<file path="config.mk">
export PLATFORM = sky130hd
export DESIGN_NAME = tdm_demux8
export DESIGN_NICKNAME = d
export VERILOG_FILES = /design/src/rtl/tdm_pkg.sv /design/src/rtl/tdm_slot_ctr.sv /design/src/rtl/tdm_demux8.sv
export SDC_FILE = /design/constraint.sdc
export NUM_CORES = 1
export LEC_CHECK = 0
export CAP_MARGIN = 40
export CORE_AREA = 2 2 42 72
export DETAILED_ROUTE_END_ITERATION = 10
export DIE_AREA = 0 0 44 74
export PLACE_DENSITY_LB_ADDON = 0.1
export SKIP_CTS_REPAIR_TIMING = 1
export SLEW_MARGIN = 20
export SYNTH_ARGS = -nofsm -noshare
export SYNTH_HDL_FRONTEND = slang
export SYNTH_SLANG_ARGS = --single-unit
</file>
<file path="constraint.sdc">
create_clock -name clk -period 2.1 [get_ports clk]
set_input_delay 0.42 -clock clk [delete_from_list [all_inputs] [get_ports clk]]
set_output_delay 0.42 -clock clk [all_outputs]
set_load 0.005 [all_outputs]
</file>
<file path="src/rtl/tdm_pkg.sv">
// Shared definitions for the select-scanned TDM link (receiver and future transmitter).
// TDM_DEMUX_PARITY_EN adds a trailing even-parity slot to every frame.
package tdm_pkg;

  typedef enum logic {
    HUNT   = 1'b0,
    LOCKED = 1'b1
  } state_t;

  localparam int NCH_DEFAULT = 8;

`ifdef TDM_DEMUX_PARITY_EN
  localparam int PARITY_SLOTS = 1;
`else
  localparam int PARITY_SLOTS = 0;
`endif

  localparam int FRAME_LEN_DEFAULT = NCH_DEFAULT + PARITY_SLOTS;

  // Slots per frame for a given channel count, including any parity slot.
  function automatic int frame_len(input int nch);
    return nch + PARITY_SLOTS;
  endfunction

endpackage

</file>
<file path="src/rtl/tdm_slot_ctr.sv">
// Wrapping slot counter 0..LEN-1 with enable, load-to-1 and clear; flags the last slot.
// Priority: clr over load1 over en.
module tdm_slot_ctr #(
  parameter int LEN = 8,
  parameter int W   = $clog2(LEN)
) (
  input  logic         clk,
  input  logic         rst,
  input  logic         en,
  input  logic         load1,
  input  logic         clr,
  output logic [W-1:0] slot,
  output logic         last
);

  localparam logic [W-1:0] LAST_IDX = W'(LEN - 1);

  assign last = (slot == LAST_IDX);

  always_ff @(posedge clk or posedge rst) begin
    if (rst) begin
      slot <= '0;
    end else if (clr) begin
      slot <= '0;
    end else if (load1) begin
      slot <= W'(1);
    end else if (en) begin
      slot <= last ? '0 : slot + W'(1);
    end
  end

endmodule

</file>
<file path="src/rtl/tdm_demux8.sv">
// Receive-side framer for the 8:1 select-scanned serial link: tracks slots, rebuilds the word.
// TDM_DEMUX_PARITY_EN: frame carries an extra even-parity slot and parity_err is driven.
//
// Handshake: a beat is consumed on every rising edge with din_valid=1; there is no
// backpressure. out_valid, sync_err and parity_err are single-cycle registered pulses,
// visible the cycle after the beat that caused them; data changes only with out_valid.
module tdm_demux8
  import tdm_pkg::*;
#(
  parameter  int NCH = NCH_DEFAULT,
  localparam int SW  = $clog2(NCH + 1)
) (
  input  logic           clk,
  input  logic           rst,
  input  logic           din,
  input  logic           din_valid,
  input  logic           sync,
  output logic [NCH-1:0] data,
  output logic           out_valid,
  output logic           locked,
  output logic [SW-1:0]  slot,
  output logic           sync_err,
  output logic           parity_err
);

  localparam int FLEN = frame_len(NCH);
  // Bits held before the final beat of a frame; the final beat is used directly.
  localparam int SHW  = FLEN - 1;

  state_t           state, state_d;
  logic [SHW-1:0]   shadow;
  logic [SW-1:0]    wr_idx;
  logic [NCH-1:0]   frame_word;
  logic             last;
  logic             ctr_en, ctr_load1, ctr_clr;
  logic             shadow_we, frame_done, err_d;

  tdm_slot_ctr #(
    .LEN (FLEN),
    .W   (SW)
  ) u_slot_ctr (
    .clk   (clk),
    .rst   (rst),
    .en    (ctr_en),
    .load1 (ctr_load1),
    .clr   (ctr_clr),
    .slot  (slot),
    .last  (last)
  );

  assign locked = (state == LOCKED);

  always_ff @(posedge clk or posedge rst) begin
    if (rst) state <= HUNT;
    else     state <= state_d;
  end

  always_comb begin
    state_d    = state;
    ctr_en     = 1'b0;
    ctr_load1  = 1'b0;
    ctr_clr    = 1'b0;
    shadow_we  = 1'b0;
    wr_idx     = '0;
    frame_done = 1'b0;
    err_d      = 1'b0;
    if (din_valid) begin
      case (state)
        HUNT: begin
          if (sync) begin
            state_d   = LOCKED;
            ctr_load1 = 1'b1;
            shadow_we = 1'b1;
          end
        end
        LOCKED: begin
          if (sync && slot != '0) begin
            // Early sync restarts the frame on this beat.
            err_d     = 1'b1;
            ctr_load1 = 1'b1;
            shadow_we = 1'b1;
          end else if (!sync && slot == '0) begin
            err_d   = 1'b1;
            state_d = HUNT;
            ctr_clr = 1'b1;
          end else begin
            ctr_en = 1'b1;
            if (last) begin
              frame_done = 1'b1;
            end else begin
              shadow_we = 1'b1;
              wr_idx    = slot;
            end
          end
        end
        default: state_d = HUNT;
      endcase
    end
  end

`ifdef TDM_DEMUX_PARITY_EN
  logic parity_q;

  assign frame_word = shadow;
  assign parity_err = parity_q;

  always_ff @(posedge clk or posedge rst) begin
    if (rst) parity_q <= 1'b0;
    else     parity_q <= frame_done & ((^shadow) ^ din);
  end
`else
  assign frame_word = {din, shadow};
  assign parity_err = 1'b0;
`endif

  always_ff @(posedge clk or posedge rst) begin
    if (rst) begin
      shadow    <= '0;
      data      <= '0;
      out_valid <= 1'b0;
      sync_err  <= 1'b0;
    end else begin
      out_valid <= frame_done;
      sync_err  <= err_d;
      if (frame_done) data <= frame_word;
      for (int i = 0; i < SHW; i++) begin
        if (shadow_we && wr_idx == SW'(i)) shadow[i] <= din;
      end
    end
  end

endmodule

</file>
==> flow_summary.toml, run 1 <==
[sta]
finalCritPeriodShare = 0.9759
hold_viol_final = 0
clock_skew_ns = 0.004071
fin_crit_ns = 2.049
finalSetupViolCount = 0
fmax_mhz = 487.9
grt_setup_unrepaired = "true"
maxSlewViolCount = 0

[worst_setup_path]
path_class = "reg2reg"
critical_path_arrival_ns = 2.19
cp.required_ns = 2.25
reg2regPathDepth = 9
startpoint = "u_slot_ctr.slot[1]"
start_kind = "flop"
r2r_slack_ns = 0.05
critPathMaxFanout = 4
worst_setup_path_end_kind = "flop"
r2r-end = "shadow[1]"
r2r_start = "u_slot_ctr.slot[1]"
endpoint = "shadow[1]"

[synthesis]
yosysSeqAreaShare = 0.4809
ys_ff_latch = 22
syn_inst = 100
synth_cell_types = 32
syn_area_per_cell_um2 = 11.45
synth.area.top_cells = "dfrtp_1 (48%), mux2_2 (14%), ha_1 (5.5%)"
synthesis.area_um2 = 1145
synth_top_area_frac = 0.4809
synth.largest_area_cell = "dfrtp_1"
yosysWarnings = 0
syn_nets = 110

[power]
p_leak_nw = 0.7455
p_total_w = 0.001661
ir_worst_vdd_mv = 0.6519
power_density_nw_per_um2 = 1028

[cts]
cts.reportedPaths.clkPinSlew_ns = 0.08
cts_root_buffer = "clkbuf_8"
cts_tree = "built"
htreeDepth = 1
worstSkewPairLatency_ns = 0.26
clockBufferDepth = 2
clock_sinks = 22
cts_buffers = 3

[route]
wl_met3_um = 71
met2_length_um = 1311
first_pass_iters = 4
viasPerCell = 5.470
drc_errors = 0
wl_per_cell_um = 14.63
wl_met1_um = 990
dr.first_iter.drc_count = 8
drtAntennaViolNets = 0
routed.top_layer = "met4"
routed-via-count = 919
wirelength_um = 2458

[grt]
grt_overflow = 0
grt_pass1_wl_um = 4236
grt_max_degree = 23
track_usage = 0.1791
grt_pass1_vias = 923
antenna_found_initial = 0

[layout]
final_core_util = 0.6009
drive_above_1_share = 0.3830
fin_area_um2 = 1617
diodes = 0
multi_input_area_um2 = 598.1
areaGrowthSynthToFinish_pct = 41.20
final-seq-area_um2 = 550.5
fillers = 225
nets = 152

[placed_design]
place_hpwl_um = 1958
place_area_um2 = 1539
port_buffers = 19
place_congestion = 0.8202

[die]
fp.dieH_um = 74
initial_core_util = 0.4256
die_area_um2 = 3256
io_pins = 21
core_um2 = 2690
rows = 25
dieWidth_um = 44

[hold_path]
holdCritPathClass = "in2async"

[status]
status = "finished clean"

[run]
cap_violations = 0
==> metrics by stage <==
| stage | TNS, ns | hold slack [ns] | instances | setup slack, ns |
|---|---|---|---|---|
| floorplan | 0 | 0.4092 | 100 | 0.008426 |
| global placement | -2.111 | 0.4833 | 162 | -0.1762 |
| detailed placement | -2.276 | 0.4935 | 162 | -0.2021 |
| CTS | 0 | 0.4996 | 166 | 0.01479 |
| global route | -0.04431 | 0.5187 | 168 | -0.04431 |
| finish | 0 | 0.4868 | 168 | 0.05058 |
==> worst max-delay path: stages, from the launching register on <==
cell and delay (ns):
dfrtp_1 0.36, inv_2 0.07, ha_4 0.16, nand2_4 0.10
inv_4 0.05, ha_4 0.16, and4bb_2 0.29, o211ai_1 0.15
nor3_1 0.24, mux2_2 0.35
==> kinds of logic after synthesis <==
| logic type | after synthesis | synth area share |
|---|---|---|
| buffers and inverters | 9 | 0.03607 |
| AO/OA/AOI/OAI | 20 | 0.1213 |
| adder cells (fa/ha/maj) | 5 | 0.05464 |
| other | 1 | 0.003276 |
| flip-flops | 22 | 0.4809 |
| multiplexers | 14 | 0.1377 |
| AND/OR/NAND/NOR | 29 | 0.1661 |
==> how the worst min path moves through the flow <==
stage / to / cells after the start / startpoint / slack, ns
floorplan: data[0] / 1 / rst / 0.41
global placement: data[5] / 1 / shadow[5] / 0.48
detailed placement: data[4] / 1 / shadow[4] / 0.49
CTS: out_valid / 3 / rst / 0.50
global route: out_valid / 3 / rst / 0.52
finish: out_valid / 3 / rst / 0.49
==> area by class of cell <==
| type | count | share of cell area |
|---|---|---|
| clock buffers | 4 | 0.03406 |
| multi-input cells | 69 | 0.3700 |
| inverters | 5 | 0.01471 |
| well taps | 27 | 0.02090 |
| repair buffers | 41 | 0.2198 |
| flip-flops and latches | 22 | 0.3406 |
==> Yosys cell counts <==
cell and n:
conb_1 1, a221o_1 1, o21ai_0 5, o21bai_1 1, dfrtp_1 22, o221ai_1 1, a22oi_1 1, nor4_4 2
a31oi_1 1, a31o_2 2, nand3b_1 1, clkbuf_2 1, ha_1 5, nor2_1 6, mux2_2 14, nand2_1 6
or3b_4 1, nand3_1 5, inv_1 5, nor3_1 4, nor4b_1 1, o2bb2ai_1 1, o31ai_1 1, buf_4 1
nand2b_1 1, and4bb_2 1, o21a_1 2, a21oi_1 2, nand2_4 1, buf_2 2, o211ai_1 1, a21o_1 1
==> sequential cells by signal, indices dropped and copies added, names as in the netlist <==
name,count
data,8
locked,1
out_valid,1
shadow,7
sync_err,1
u_slot_ctr.slot,4
==> cells in the final DEF (no fill, tap or decap), types with 2 or more instances in the layout <==
cell,count
a21oi_1,2
a31o_2,2
buf_4,22
clkbuf_8,4
clkdlybuf4s50_1,19
dfrtp_1,22
ha_1,2
ha_4,3
inv_1,2
inv_4,2
mux2_2,14
nand2_1,5
nand2_4,2
nand3_1,5
nor2_1,6
nor3_1,4
nor4_4,2
o21a_1,2
o21ai_0,5
==> report_power, final <==
part | switching, W | internal, W | leakage (nW)
clock | 0.000128 | 0.000167 | 0.0288
combinational | 0.000354 | 0.000419 | 0.431
sequential | 0.0000651 | 0.000528 | 0.286
==> metal layers <==
metal / global-route usage / up-vias
li1: - / 442
met1: 0.2016 / 449
met2: 0.3154 / 19
met3: 0.02670 / 9
met4: 0.09764 / 0
met5: 0 / -
Power figures use the tool's default switching activity.
==> run 2, diff against run 1 <==
CTS_CLUSTER_DIAMETER = 80   (was default)
clock period = 2 ns   (was 2.1 ns; I/O delays follow)
==> flow_summary.toml, run 2 (synthesis gave the netlist of run 1 again) <==
[status]
status = "finished, violations left"
violations = "setup timing"

[worst_setup_path]
r2r_slack_ns = -0.05
path_delay_family = "simple AND/OR/NAND/NOR gates"
worst_setup_path_end_kind = "flop"
reg2regPathDepth = 6
critical_path_arrival_ns = 2.20
cp.required_ns = 2.14
worst_path_max_delay_cell = "dfrtp_1"
worst-path-buf-inv = 1
crit_path_max_incr_delay_ns = 0.42
r2r-end = "shadow[6]"
r2r_start = "u_slot_ctr.slot[1]"
path_class = "reg2reg"
start_kind = "flop"
cp_cell_sequence = "buf_6, ha_4, or3b_4, nor4_4, nand3_1, mux2_4"
critPathMaxFanout = 7

[sta]
tns_ns = -0.09370
fmax_mhz = 487.4
clock_skew_ns = 0.003084
grt_setup_unrepaired = "true"
finalCritPeriodShare = 1.026
fin_crit_ns = 2.052
hold_viol_final = 0
fin_ws_ns = -0.05189
finalSetupViolCount = 2
maxSlewViolCount = 0

[layout]
layout_common_cells = "buf_4 (25), dfrtp_1 (22), clkdlybuf4s50_1 (19)"
final_common_cell = "buf_4"
reg_top3 = "data (8), shadow (7), u_slot_ctr.slot (4)"
nets = 157
final_core_util = 0.6340
largest_reg_flops = 8
drive_above_1_share = 0.4276
regMostFlops = "data"
diodes = 0
areaGrowthSynthToFinish_pct = 48.96

[placed_design]
place_congestion = 0.9330
place_ws_ns = -0.2877
place_hpwl_um = 2014
port_buffers = 19

[die]
core_um2 = 2690
fp.dieH_um = 74
die_area_um2 = 3256
initial_core_util = 0.4256
io_pins = 21
dieWidth_um = 44
rows = 25

[route]
wl_met3_um = 73
routed.top_layer = "met4"
first_pass_iters = 4
wl_per_cell_um = 15.78
wirelength_um = 2714
drc_errors = 0
wl_met1_um = 984
met2_length_um = 1596
drtAntennaViolNets = 0
routed-via-count = 931
viasPerCell = 5.413
dr.first_iter.drc_count = 10

[cts]
cts.reportedPaths.clkPinSlew_ns = 0.07
htreeDepth = 1
cts_root_buffer = "clkbuf_8"
cts_tree = "built"
worstSkewPairLatency_ns = 0.26
clock_sinks = 22
clockBufferDepth = 2
cts_buffers = 3

[power]
power_density_nw_per_um2 = 1087
ir_worst_vdd_mv = 0.6995
p_leak_nw = 0.7815

[run]
cap_violations = 0

[grt]
grt_overflow = 0
grt_pass1_vias = 911
grt_pass1_wl_um = 4188
track_usage = 0.1762
antenna_found_initial = 0
grt_max_degree = 23

[hold_path]
holdCritPathClass = "in2async"
==> run 2: changes by cell type in the layout (fill, tap and decap cells not counted), moves of 2 or more <==
cell | previous run | this run
mux2_2 | 14 | 7
mux2_4 | 0 | 7
buf_4 | 22 | 25
buf_6 | 0 | 2
==> run 2: layout make-up <==
cell class	count	area, µm²
flip-flops and latches	22	550.5
fillers	220	984.7
clock buffers	3	41.29
well taps	27	33.78
multi-input cells	69	653.1
repair buffers	46	400.4
inverters	5	26.28
==> run 2: power breakdown <==
group	leakage [nW]	total (W)	switching (W)	internal, W
registers	0.286	0.000634	0.0000793	0.000555
logic	0.474	0.000957	0.000422	0.000534
clock network	0.0216	0.000263	0.000129	0.000134
==> run 2: metrics by stage <==
| step | instance area, µm² | power [W] | cells | hold WS, ns |
|---|---|---|---|---|
| after detailed placement | 1554 | 0.001464 | 163 | 0.4878 |
| after global routing | 1705 | 0.001979 | 172 | 0.5172 |
| after floorplan | 1210 | 0.001102 | 100 | 0.3892 |
| after CTS | 1595 | 0.001730 | 166 | 0.4994 |
| after global placement | 1554 | 0.001433 | 163 | 0.4822 |
| final | 1705 | 0.001854 | 172 | 0.4858 |
==> run 2: worst reg2reg max path, delay by kind of cell (launching register included) <==
family / cells / cell delay (ns)
adders and majority gates: 1 / 0.17
buffers and inverters: 1 / 0.16
DFF: 1 / 0.42
muxes: 1 / 0.32
and+or+nand+nor: 3 / 0.88
==> run 2: how the worst max path moves through the flow <==
stage / from / endpoint / slack (ns) / cells past startpoint
floorplan: u_slot_ctr.slot[1] / shadow[2] / -0.06 / 10
global placement: sync / shadow[1] / -0.25 / 7
detailed placement: sync / shadow[2] / -0.29 / 7
CTS: sync / shadow[2] / -0.05 / 7
global route: u_slot_ctr.slot[1] / shadow[2] / -0.14 / 9
finish: u_slot_ctr.slot[1] / shadow[6] / -0.05 / 6
==> run 2: layer usage <==
layer | vias up | global-route usage
met5 | - | 0
met4 | 0 | 0.07071
met3 | 6 | 0.02427
met2 | 19 | 0.3301
met1 | 457 | 0.1925
li1 | 449 | -
